===== config.mk =====
export PLATFORM = sky130hd
export DESIGN_NAME = wb_bus_slice
export DESIGN_NICKNAME = d
export VERILOG_FILES = /design/src/rtl/wb_bus_slice.sv
export SDC_FILE = /design/constraint.sdc
export NUM_CORES = 1
export LEC_CHECK = 0
export BUFFER_PORTS_ARGS = -buffer_cell sky130_fd_sc_hd__buf_2
export CORE_UTILIZATION = 52
export CTS_BUF_LIST = sky130_fd_sc_hd__clkbuf_16
export DETAILED_ROUTE_END_ITERATION = 12
export PLACE_DENSITY = 0.82
export RECOVER_POWER = 100
export SLEW_MARGIN = 5
export SYNTH_ARGS = -nofsm -noshare
export SYNTH_HDL_FRONTEND = slang
export SYNTH_SLANG_ARGS = --single-unit

===== constraint.sdc =====
create_clock -name i_clk -period 2.06 [get_ports i_clk]
set_input_delay 0.206 -clock i_clk [delete_from_list [all_inputs] [get_ports i_clk]]
set_output_delay 0.206 -clock i_clk [all_outputs]
set_load 0.05 [all_outputs]

===== src/rtl/wb_bus_slice.sv =====
// Registered pipeline slice between the arbiter and the slave interconnect: a skid-buffered
// request path, registered response path, outstanding-request tracking and a response timeout.
module wb_bus_slice #(
  parameter int unsigned DW      = 32,
  parameter int unsigned AW      = 19,
  parameter int unsigned LGOUT   = 4,
  parameter int unsigned TIMEOUT = 1024
) (
  input  logic            i_clk,
  input  logic            i_rst,
  // upstream (arbiter) side
  input  logic            i_cyc,
  input  logic            i_stb,
  input  logic            i_we,
  input  logic [AW-1:0]   i_adr,
  input  logic [DW-1:0]   i_dat,
  input  logic [DW/8-1:0] i_sel,
  output logic            o_stall,
  output logic            o_ack,
  output logic            o_err,
  output logic [DW-1:0]   o_data,
  // downstream (slave interconnect) side
  output logic            o_m_cyc,
  output logic            o_m_stb,
  output logic            o_m_we,
  output logic [AW-1:0]   o_m_adr,
  output logic [DW-1:0]   o_m_dat,
  output logic [DW/8-1:0] o_m_sel,
  input  logic            i_m_stall,
  input  logic            i_m_ack,
  input  logic            i_m_err,
  input  logic [DW-1:0]   i_m_data
);

  localparam int unsigned SW = DW / 8;
  localparam logic [LGOUT-1:0] MaxOut     = '1;
  localparam logic [15:0]      TimeoutVal = 16'(TIMEOUT);

  typedef enum logic [1:0] {
    StIdle,
    StBusy,
    StAbort
  } state_e;

  typedef struct packed {
    logic          we;
    logic [AW-1:0] adr;
    logic [DW-1:0] dat;
    logic [SW-1:0] sel;
  } req_t;

  state_e           state_q, state_d;
  logic [LGOUT-1:0] nout_q, nout_d;
  logic [15:0]      timer_q, timer_d;
  logic             skid_vld_q, skid_vld_d;
  req_t             skid_q, skid_d;
  req_t             out_q, out_d;
  logic             stb_q, stb_d;
  logic             cyc_q, cyc_d;
  logic             stall_q, stall_d;
  logic             ack_q, ack_d;
  logic             err_q, err_d;
  logic [DW-1:0]    data_q;

  req_t in_req;
  logic accept, out_free, busy, live;
  logic fwd_ack, fwd_err, fwd_rsp, timed_out;

  assign in_req = '{we: i_we, adr: i_adr, dat: i_dat, sel: i_sel};

  assign accept   = i_cyc & i_stb & ~stall_q;
  // Output register can take a new request when empty or when its current one issues.
  assign out_free = ~stb_q | ~i_m_stall;
  assign busy     = (state_q == StBusy);

  assign fwd_ack  = i_m_ack & cyc_q & i_cyc & busy;
  assign fwd_err  = i_m_err & cyc_q & i_cyc & busy;
  assign fwd_rsp  = fwd_ack | fwd_err;
  // A response arriving on the expiry clock still counts as a response.
  assign timed_out = busy & i_cyc & (timer_q == TimeoutVal) & ~i_m_ack;

  always_comb begin
    state_d = state_q;
    unique case (state_q)
      StIdle: begin
        if (i_cyc) state_d = StBusy;
      end
      StBusy: begin
        if (!i_cyc) begin
          state_d = StIdle;
        end else if (fwd_err || timed_out) begin
          state_d = StAbort;
        end
      end
      StAbort: begin
        if (!i_cyc) state_d = StIdle;
      end
      default: state_d = StIdle;
    endcase
  end

  assign live = (state_d == StBusy);

  // Request path: output register backed by a single-entry skid buffer.
  always_comb begin
    skid_vld_d = skid_vld_q;
    skid_d     = skid_q;
    out_d      = out_q;
    stb_d      = stb_q;

    if (out_free) stb_d = 1'b0;

    if (skid_vld_q) begin
      if (out_free) begin
        out_d      = skid_q;
        stb_d      = 1'b1;
        skid_vld_d = 1'b0;
      end
    end else if (accept) begin
      if (out_free) begin
        out_d = in_req;
        stb_d = 1'b1;
      end else begin
        skid_d     = in_req;
        skid_vld_d = 1'b1;
      end
    end

    if (!live) begin
      stb_d      = 1'b0;
      skid_vld_d = 1'b0;
    end
  end

  always_comb begin
    nout_d = nout_q;
    case ({accept, fwd_rsp})
      2'b10:   nout_d = nout_q + 1'b1;
      2'b01:   if (nout_q != '0) nout_d = nout_q - 1'b1;
      default: nout_d = nout_q;
    endcase
    if (!live) nout_d = '0;
  end

  always_comb begin
    timer_d = '0;
    if (busy && live && (nout_q != '0) && !i_m_ack && !i_m_err) begin
      timer_d = (timer_q == TimeoutVal) ? timer_q : timer_q + 16'd1;
    end
  end

  always_comb begin
    stall_d = skid_vld_d | (nout_d == MaxOut) | (state_d == StAbort);
    cyc_d   = live;
    ack_d   = fwd_ack;
    err_d   = fwd_err | timed_out;
  end

  always_ff @(posedge i_clk) begin
    if (i_rst) begin
      state_q    <= StIdle;
      nout_q     <= '0;
      timer_q    <= '0;
      skid_vld_q <= 1'b0;
      skid_q     <= '0;
      out_q      <= '0;
      stb_q      <= 1'b0;
      cyc_q      <= 1'b0;
      stall_q    <= 1'b0;
      ack_q      <= 1'b0;
      err_q      <= 1'b0;
      data_q     <= '0;
    end else begin
      state_q    <= state_d;
      nout_q     <= nout_d;
      timer_q    <= timer_d;
      skid_vld_q <= skid_vld_d;
      skid_q     <= skid_d;
      out_q      <= out_d;
      stb_q      <= stb_d;
      cyc_q      <= cyc_d;
      stall_q    <= stall_d;
      ack_q      <= ack_d;
      err_q      <= err_d;
      data_q     <= i_m_data;
    end
  end

  assign o_stall = stall_q;
  assign o_ack   = ack_q;
  assign o_err   = err_q;
  assign o_data  = data_q;
  assign o_m_cyc = cyc_q;
  assign o_m_stb = stb_q;
  assign o_m_we  = out_q.we;
  assign o_m_adr = out_q.adr;
  assign o_m_dat = out_q.dat;
  assign o_m_sel = out_q.sel;

endmodule


After elaboration in Yosys (flattened, before gate mapping)
Index checks and enable logic that the tools add are counted.
{ "op_classes": {"addsub": 3, "eq_ne": 8, "n_mux": 20, "bitwise": 24, "reduce_logical": 14} }
{ "ops": {"columns": ["operator", "count"], "rows": [
  ["2-to-1 mux 56 bit", 4],
  ["adder 16 x 1 -> 16 bit, second input constant", 1],
  ["equality test 16 x 11 -> 1 bit, second input constant", 1],
  ["AND 1 bit", 11],
  ["2-to-1 mux 1 bit", 8],
  ["2-to-1 mux 2 bit", 4],
  ["2-to-1 mux 4 bit", 2],
  ["inverter 1 bit", 8],
  ["one-hot mux 4 bit (2 select lines)", 1],
  ["equality test 2 x 1 -> 1 bit, second input constant", 3],
  ["equality test 2 bit, second input constant", 3],
  ["one-hot mux 2 bit (3 select lines)", 1],
  ["OR 1 bit", 5],
  ["adder 4 x 1 -> 4 bit, second input constant", 1],
  ["equality test 4 bit, second input constant", 1],
  ["logical AND 1 bit", 4],
  ["nonzero test 4 bit", 1],
  ["OR reduction 2 bit", 2],
  ["subtractor 4 x 1 -> 4 bit, second input constant", 1],
  ["AND reduction 3 bit", 1],
  ["zero test 1 bit", 2],
  ["zero test 2 bit", 1],
  ["AND reduction 2 bit", 1],
  ["nonzero test 2 bit", 1],
  ["logical OR 1 bit", 1]
]} }
{ "totals": {"ff_bits": 172, "in_bits": 95, "output_inout_bits": 93, "wordCells": 87} }

Depth between registers and ports, before layout
Gate-level depths: netlist (run 1).
{ "depth": {"word_depth": 15, "mapped_depth": 9, "ltp_nobuf": 9} }

Worst setup path before layout (run 1)
OpenSTA, ideal clock, no wires.
{ "synth_timing": {"path_kind": "flip-flop to flip-flop", "start": "register cyc_q (netlist: o_m_cyc)", "end": "register stall_q (netlist: o_stall)", "setup_time_ns": 0.106, "t_arrival_ns": 2.005, "required_ns": 1.954, "path_slack_ns": -0.051, "path_stages_with_launch": 7, "path_buffers": 0, "period_less_slack_ns": 2.111, "cell_sequence": "dfxtp_1 -> nand4b_1 -> nor2_1 -> ha_1 -> o31a_1 -> a21o_2 -> o311ai_0"} }
{ "synth_via": {"elab_chain_cells": 12, "word_cells_on_any_way": 21, "classes_between": "eq/ne: 5; mux: 6; bitwise: 9; reduce/logical: 1"} }
{ "synth_rtl": {"columns": ["element", "line", "rtl"], "rows": [
  ["from (decl)", "59", "logic cyc_q, cyc_d;"],
  ["from (signal assigned)", "181", "cyc_q <= cyc_d;"],
  ["AND 1 bit (3 in series)", "77", "assign fwd_err = i_m_err & cyc_q & i_cyc & busy;"],
  ["logical OR 1 bit", "91", "end else if (fwd_err || timed_out) begin"],
  ["2-to-1 mux 2 bit", "91", null],
  ["2-to-1 mux 2 bit", "89", "if (!i_cyc) begin"],
  ["one-hot mux 2 bit (3 select lines)", "84", "unique case (state_q)"],
  ["equality test 2 x 1 -> 1 bit", "102", "assign live = (state_d == StBusy);"],
  ["2-to-1 mux 4 bit", "142", "if (!live) nout_d = '0;"],
  ["equality test 4 bit", "153", "stall_d = skid_vld_d | (nout_d == MaxOut) | (state_d == StAbort);"],
  ["OR 1 bit", "153", null],
  ["OR 1 bit *", "153", null],
  ["to (signal assigned)", "182", "stall_q <= stall_d;"],
  ["to (decl)", "60", "logic stall_q, stall_d;"]
]} }
Mark *: on every way between the ends. The rest lies on a longest branch, timed or not.
A chain may end at the register's enable or synchronous reset.

Worst setup path after layout (run 1)
{ "layout_timing": {"start": "register nout_q[0]", "end": "register stall_q (netlist: o_stall)"} }
{ "layout_via": {"elab_chain_cells": 7, "word_cells_on_any_way": 9, "classes_between": "add/sub: 2; eq/ne: 1; mux: 3; bitwise: 2; reduce/logical: 1"} }
{ "layout_rtl": {"columns": ["element", "line", "rtl"], "rows": [
  ["from (decl)", "53", "logic [LGOUT-1:0] nout_q, nout_d;"],
  ["from (signal assigned)", "175", "nout_q <= nout_d;"],
  ["subtractor 4 x 1 -> 4 bit or nonzero test 4 bit (tied branches)", "139", "2'b01: if (nout_q != '0) nout_d = nout_q - 1'b1;"],
  ["2-to-1 mux 4 bit", "139", null],
  ["one-hot mux 4 bit (2 select lines) *", "137", "case ({accept, fwd_rsp})"],
  ["2-to-1 mux 4 bit *", "142", null],
  ["equality test 4 bit *", "153", null],
  ["OR 1 bit * (2 in series)", "153", null]
]} }
Marks and branches as above.

==> results.md, run 1 <==
• **classification of the worst setup path** flip-flop to flip-flop
• **cell types with the highest counts after synthesis** sky130_fd_sc_hd__dfxtp_1 (172), sky130_fd_sc_hd__nand2_1 (124), sky130_fd_sc_hd__nor2_1 (79)
• **number of nets in the finished design** 1015
• **starting density of the core** 54.2%
• **TritonCTS clock tree** done
• **routed vias/inst** 5.11
• **launch instance of the worst register-to-register path** nout_q[0]
• **clock-pin transition on the worst setup and hold timing paths** 0.07 ns
• **largest net degree at the start of global routing** 85
• **Post-Synthesis Net Count** 823
• **outcome** complete, but fails checks
• **detailed-route via count** 5595
• **logic depth of the worst register-to-register path** 7
• **Die Width** 115 microns
• **Total Routed Length** 15.6 mm
• **Min-Delay Endpoint** o_data[27]
• **min Tclk post-route** 1.93 ns
• **max-capacitance violation count** 1
• **Synth warnings** 0
• **cell accounting for the most synthesized area** sky130_fd_sc_hd__dfxtp_1
• **WP data arrival** 2.25 ns
• **GRT Overall Usage** 24.2%
• **Pre-Repair DR Iteration Count** 7
• **final count of hold timing violations** 0
• **HP Start** i_m_data[27]
• **number of primary I/O pins** 188
• **delay of the slowest cell on the worst path** 0.44 ns
• **die outline area** 13200 sq um
• **Longest Clk Path Bufs** 2
• **Lkg Pwr** 3.06 nW
• **number of enable-type register cells in the synthesized netlist** 0
• **area inside the core boundary** 12200 sq um
• **placed instance area** 7710 sq um
• **CP max stage cell** sky130_fd_sc_hd__dfxtp_1
• **cell count after synthesis** 722
• **critical register-to-register path endpoint** o_stall
• **Cell Count, Final, Fillers Out** 1095
• **wire length of the first global-routing pass** 25.1 mm
• **number of global-route vias before repair** 5339
• **category of the worst setup path launch point** flip-flop
• **dominant register cell in the synthesized netlist** sky130_fd_sc_hd__dfxtp_1
• **leftover overflow at the end of global routing** 0
• **post-layout util** 69.0%
• **Post-route DRC** 0
• **power density normalized to cell area** 948 nW/um^2
• **Synth cell types** 48
• **synthesized area divided by synthesized cell count** 9.17 sq um
• **number of buffers inserted during clock tree synthesis** 17
• **area added between synthesis and finish** 27.2%
• **Design Area, Final** 8420 sq um
• **setup TNS** 0 ns
• **top cells by area in the synthesized netlist** sky130_fd_sc_hd__dfxtp_1 (52%), sky130_fd_sc_hd__mux2i_1 (8.6%), sky130_fd_sc_hd__nand2_1 (7.0%)
• **count of antenna diodes in the layout** 0
• **cell with the most instances after synthesis** sky130_fd_sc_hd__dfxtp_1
• **worst hold path stage count** 2
• **chip height** 115 microns
• **number of sinks handled by clock tree synthesis** 172
• **average detailed-routed wire length per instance** 14.2 microns
• **PortBufs** 187
• **setup slack, reg-to-reg** 0.13 ns
• **placement row count** 40
• **count of antenna-violating nets left after detailed routing** 0
• **clk_skew** 0.0141 ns
• **H-tree levels** 4
• **Worst-Skew Late Latency** 0.42 ns
• **RSZ-0062 raised after global routing** false
• **type of element capturing the critical path** flip-flop
• **iteration-0 DRC count of the detailed router** 270
• **worst-path fanout max** 6
• **cell breakdown of the critical path** inv_1 > ha_1 > nor3b_1 > nand2b_1 > a211oi_1 > o2bb2ai_1 > o311ai_1
• **Slew Viols, Final** 85
• **ratio of final minimum period to clock period** 93.5%
• **Synth top area share** 52.0%
• **worst hold-check path type** primary input to flip-flop
• **cell count after placement** 1045
• **Clock Tree Root** sky130_fd_sc_hd__clkbuf_16
• **#FFs+latches synth** 172
• **maximum vdd ir drop** 0.749 mV
• **Max transition margin** -8.79%
• **share of flip-flops with an asynchronous set or reset after synthesis** 0%
• **netlist area before placement** 6620 sq um
• **DPL Wire Length** 9.83 mm
• **data required time at the worst endpoint** 2.38 ns
• **slew at the pin with the worst max-slew slack** 1.63 ns
• **part of the Yosys area used for sequential elements** 52.0%
• **maximum operating frequency** 519 MHz
• **violated checks** max-capacitance violations, max-slew violations
• **last weighted congestion value of the routability-driven placer** 0.837
• **initial antenna violation count** 1
• **final setup violation count** 0
• **Fill cells** 1068
• **proportion of layout cells with a drive suffix above 1** 16.7%
==> state kept, by name, summed over array words and instances (netlist names), 2 cells and up, named ones only <==
| register | flops |
|---|---|
| timer_q | 16 |
| o_m_dat | 32 |
| o_data | 32 |
| nout_q | 4 |
| state_q | 2 |
| o_m_sel | 4 |
| skid_q | 56 |
| o_m_adr | 19 |
==> per-stage QoR <==
step | hold WS (ns) | worst slack (ns) | total power [mW]
floorplan | 0.334 | 0.0465 | 4.20
global placement | 0.413 | 0.118 | 4.46
detailed placement | 0.418 | 0.0371 | 4.47
CTS | 0.000570 | 0.0197 | 8.07
global route | 0.00191 | 0.0161 | 8.27
finish | 0.0132 | 0.134 | 7.99
==> timing repair <==
| item | 4_1_cts | 5_1_grt |
|---|---|---|
| resized for setup | 0 | 5 |
| hold buffers | 18 | 0 |
| buffers inserted | 0 | 0 |
| setup endpoints to repair | 0 | 1 |
| hold endpoints to repair | 18 | 0 |
==> worst max-delay path by stage <==
| stage | startpoint | to | slack (ns) | depth (start not counted) |
|---|---|---|---|---|
| after floorplan | o_stall | o_stall | 0.05 | 5 |
| after detailed placement | state_q[1] | o_stall | 0.04 | 7 |
| after global routing | state_q[1] | o_stall | 0.02 | 7 |
| after global placement | state_q[1] | o_stall | 0.12 | 6 |
| after CTS | state_q[1] | o_stall | 0.02 | 7 |
| final | nout_q[0] | o_stall | 0.13 | 7 |
==> where the power goes <==
group / total, mW / switching (mW) / leakage, nW / internal (mW)
sequential: 3.50 / 0.0560 / 1.41 / 3.44
combinational: 0.903 / 0.661 / 1.33 / 0.242
clock: 3.58 / 1.31 / 0.321 / 2.27
==> final cells by class <==
class                           instances  area (sq um)  share of cell area (%)
Inverter                               14          52.6                   0.624
Clock inverter                         15           243                    2.88
Sequential cell                       172          3450                    40.9
Multi-Input combinational cell        487          2920                    34.7
Timing Repair Buffer                  222          1120                    13.3
Tap cell                              168           210                    2.50
Clock buffer                           17           425                    5.05
==> layout by cell type, fill, tap and decap left out, types with 2 or more instances in the layout <==
cell type,n
sky130_fd_sc_hd__a211oi_1,57
sky130_fd_sc_hd__nor4b_2,2
sky130_fd_sc_hd__nor4_1,2
sky130_fd_sc_hd__o21ai_0,4
sky130_fd_sc_hd__nor3b_1,3
sky130_fd_sc_hd__or3_2,2
sky130_fd_sc_hd__buf_2,93
sky130_fd_sc_hd__nor3_1,4
sky130_fd_sc_hd__clkinvlp_4,3
sky130_fd_sc_hd__clkbuf_16,17
sky130_fd_sc_hd__nor2_2,2
sky130_fd_sc_hd__nand3b_1,3
sky130_fd_sc_hd__inv_6,2
sky130_fd_sc_hd__dfxtp_1,170
sky130_fd_sc_hd__nor2_1,78
sky130_fd_sc_hd__xor2_1,10
sky130_fd_sc_hd__inv_1,15
sky130_fd_sc_hd__ha_1,5
sky130_fd_sc_hd__and3_1,2
sky130_fd_sc_hd__nand3_1,8
sky130_fd_sc_hd__bufinv_16,6
sky130_fd_sc_hd__buf_12,2
sky130_fd_sc_hd__dlygate4sd3_1,18
sky130_fd_sc_hd__clkbuf_1,98
sky130_fd_sc_hd__xnor2_1,5
sky130_fd_sc_hd__nand2_1,124
sky130_fd_sc_hd__clkbuf_2,5
sky130_fd_sc_hd__clkinv_2,2
sky130_fd_sc_hd__nand4_1,2
sky130_fd_sc_hd__a21oi_1,59
sky130_fd_sc_hd__mux2i_1,57
sky130_fd_sc_hd__nor2b_1,36
sky130_fd_sc_hd__buf_4,5
==> kinds of logic (layout without fill, tap and decap cells) <==
logic type      Yosys count  after routing  synth area share (%)
xor+xnor                 15             15                  1.98
mux                      58             58                  8.79
simple gates            278            278                  19.3
buf+inv                  63            268                  4.35
fa+ha+maj                 6              6                  1.13
flops                   172            172                  52.0
compound gates          130            130                  12.5
==> critical path, delay by kind of cell (launching register included) <==
kind | cells | cell delay (ns)
and+or+nand+nor | 2 | 0.36
AOI/OAI and AO/OA | 3 | 0.72
buffers and inverters | 1 | 0.07
DFF | 1 | 0.44
adders and majority gates | 1 | 0.23
==> routing by layer <==
layer	track usage (%)	wire (microns)
met1	27.9	6540
met2	42.2	7880
met3	7.70	1050
met4	8.83	115
met5	0	16
(Power assumes the default switching activity.)
==> inputs of run 2 (changes only) <==
CORE_UTILIZATION = 45   (was 52)
PLACE_DENSITY = 0.73   (was 0.82)
==> run 2 against run 1 <==
The flow still finishes with violations (max-capacitance violations, max-slew violations). Worst setup slack worse by 0.016 ns. Register-to-register slack lost 0.02 ns. Sequential cell count unchanged.
==> results.md, run 2 (synthesis gave the netlist of run 1 again) <==
• **outcome** complete, but fails checks
• **violated checks** max-capacitance violations, max-slew violations
• **most common library cell in the layout ignoring fill and taps** sky130_fd_sc_hd__dfxtp_1
• **placement row count** 43, +7.5%
• **type of element capturing the critical path** flip-flop
• **RSZ-0062 raised after global routing** false
• **Post-route DRC** 0, unchanged
• **Lkg Pwr** 3.09 nW, +1.0%
• **Total Routed Length** 15.2 mm, -2.3%
• **maximum operating frequency** 515 MHz, -0.80%
• **average detailed-routed wire length per instance** 13.7 microns, -4.1%
• **category of the worst setup path launch point** flip-flop
• **last weighted congestion value of the routability-driven placer** 0.813, -2.9%
• **Clock Tree Root** sky130_fd_sc_hd__clkbuf_16
• **Pre-Repair DR Iteration Count** 4, -3
• **Max transition margin** -9.71%, -0.93 points
• **launch instance of the worst register-to-register path** state_q[1]
• **commonest non-fill, non-tap cells in the layout** sky130_fd_sc_hd__dfxtp_1 (170), sky130_fd_sc_hd__nand2_1 (124), sky130_fd_sc_hd__clkbuf_1 (97), sky130_fd_sc_hd__buf_2 (94), sky130_fd_sc_hd__nor2_1 (78)
• **Min-Delay Endpoint** o_data[30]
• **flip-flop and latch area** 3450 sq um, unchanged
• **max-capacitance violation count** 1, unchanged
• **routed vias/inst** 4.93, -3.4%
• **number of primary I/O pins** 188, unchanged
• **number of nets in the finished design** 1024, +0.89%
• **Fill cells** 1248, +17%
• **final setup violation count** 0, unchanged
• **setup TNS** 0 ns, unchanged
• **chip height** 123 microns, +7.4%
• **DPL Wire Length** 9.57 mm, -2.6%
• **Die Width** 123 microns, +7.4%
• **area inside the core boundary** 14100 sq um, +15%
• **setup slack, reg-to-reg** 0.12 ns, -0.02 ns
• **critical register-to-register path endpoint** o_stall
• **register containing the most flip-flops in the final layout** skid_q
• **number of sinks handled by clock tree synthesis** 172, unchanged
• **Worst-Skew Late Latency** 0.43 ns, about the same
• **count of antenna diodes in the layout** 0, unchanged
• **detailed-route via count** 5506, -1.6%
• **area added between synthesis and finish** 28.6%
• **wire length of the first global-routing pass** 24.0 mm, -4.3%
• **number of buffers inserted during clock tree synthesis** 17, unchanged
• **Slew Viols, Final** 79, -7.1%
• **largest net degree at the start of global routing** 79, -7.1%
• **number of global-route vias before repair** 5002, -6.3%
• **initial antenna violation count** 0, -1
• **number of flip-flops in the largest register** 56, unchanged
• **GRT Overall Usage** 20.6%, -3.6 points
• **ratio of final minimum period to clock period** 94.3%, +0.76 points
• **final count of hold timing violations** 0, unchanged
• **min Tclk post-route** 1.94 ns, +0.0156 ns
• **count of antenna-violating nets left after detailed routing** 0, unchanged
• **clk_skew** 0.0124 ns, -0.00168 ns
• **clock-pin transition on the worst setup and hold timing paths** 0.07 ns, about the same
• **min setup slack post-route** 0.118 ns, -0.0156 ns
• **worst-path fanout max** 8, +2
• **worst hold path stage count** 2, unchanged
• **slew at the pin with the worst max-slew slack** 1.65 ns, +0.0139 ns
• **data required time at the worst endpoint** 2.39 ns, about the same
• **die outline area** 15200 sq um, +15%
• **TritonCTS clock tree** done
• **power density normalized to cell area** 913 nW/um^2, -3.7%
• **HP Start** i_m_data[30]
• **worst hold-check path type** primary input to flip-flop
• **maximum vdd ir drop** 0.740 mV, -1.2%
• **Longest Clk Path Bufs** 2, unchanged
• **iteration-0 DRC count of the detailed router** 270, unchanged
• **WP data arrival** 2.27 ns, +0.02 ns
• **logic depth of the worst register-to-register path** 6, -1
• **starting density of the core** 47.0%, -7.2 points
• **leftover overflow at the end of global routing** 0, unchanged
• **classification of the worst setup path** flip-flop to flip-flop
• **PortBufs** 187, unchanged
• **H-tree levels** 4, unchanged
• **proportion of layout cells with a drive suffix above 1** 16.3%, -0.37 points
• **area used by multi-input combinational logic** 2920 sq um, unchanged
• **pre-CTS setup slack** 0.0827 ns, +0.0456 ns
## run 2: cell count changes in the layout (fill, tap and decap cells not counted), sizes merged
cell / before / now
bufinv: 6 / 4
clkbuf: 121 / 116
clkinvlp: 3 / 1
buf: 100 / 104
dlygate4sd3: 18 / 28
clkinv: 3 / 6
inv: 17 / 18
## run 2: through the flow
stage          instances  utilization [%]  cell area (sq um)  total power [mW]  hold WS [ns]
6_report            1116             60.4               8520              7.78        0.0112
5_1_grt             1116             60.4               8520              8.07       0.00623
4_1_cts             1115             61.5               8660              7.88     0.0000648
3_5_place_dp        1055             55.1               7760              4.48         0.419
3_3_place_gp        1055             55.1               7760              4.47         0.413
2_1_floorplan        722                -               6620              4.20         0.334
## run 2: timing repair
action	4_1_cts	5_1_grt
setup buffers	0	1
hold endpoints to repair	28	0
setup endpoints to repair	0	1
hold buffers	28	0
gates resized for setup	0	6
## run 2: critical path, stage by stage (launching register included)
cell	delay [ns]
sky130_fd_sc_hd__dfxtp_1	0.34
sky130_fd_sc_hd__nand4b_1	0.23
sky130_fd_sc_hd__nor2_2	0.16
sky130_fd_sc_hd__ha_1	0.34
sky130_fd_sc_hd__o31a_1	0.31
sky130_fd_sc_hd__a21o_2	0.21
sky130_fd_sc_hd__o311ai_1	0.25
## run 2: cell type report
cell class	instances	share of cell area, %
Sequential cell	172	40.5
Multi-Input combinational cell	487	34.3
Timing Repair Buffer	231	14.7
Clock buffer	17	4.99
Tap cell	180	2.64
Clock inverter	15	2.29
Inverter	14	0.617
## run 2: worst max-delay path by stage
stage                     endpoint       start  slack [ns]  cells after the start
final                      o_stall  state_q[1]        0.12                      6
after global routing       o_stall  state_q[1]        0.02                      6
after CTS                  o_stall  state_q[1]        0.06                      7
after detailed placement   o_stall  state_q[1]        0.08                      7
after global placement     o_stall  state_q[1]        0.11                      6
after floorplan            o_stall     o_stall        0.05                      5
## run 2: layer usage
| metal | track usage, % | part of all wire [%] | vias up |
|---|---|---|---|
| met4 | 6.85 | 1.5 | 0 |
| met5 | 0 | 0 | - |
| li1 | - | - | 2855 |
| met1 | 24.5 | 43 | 2478 |
| met2 | 34.7 | 48 | 156 |
| met3 | 7.01 | 7.4 | 17 |
## run 2: power breakdown
group          switching, mW  total (mW)  internal [mW]
clock network           1.33        3.36           2.03
registers             0.0543        3.50           3.44
logic                  0.657       0.917          0.260
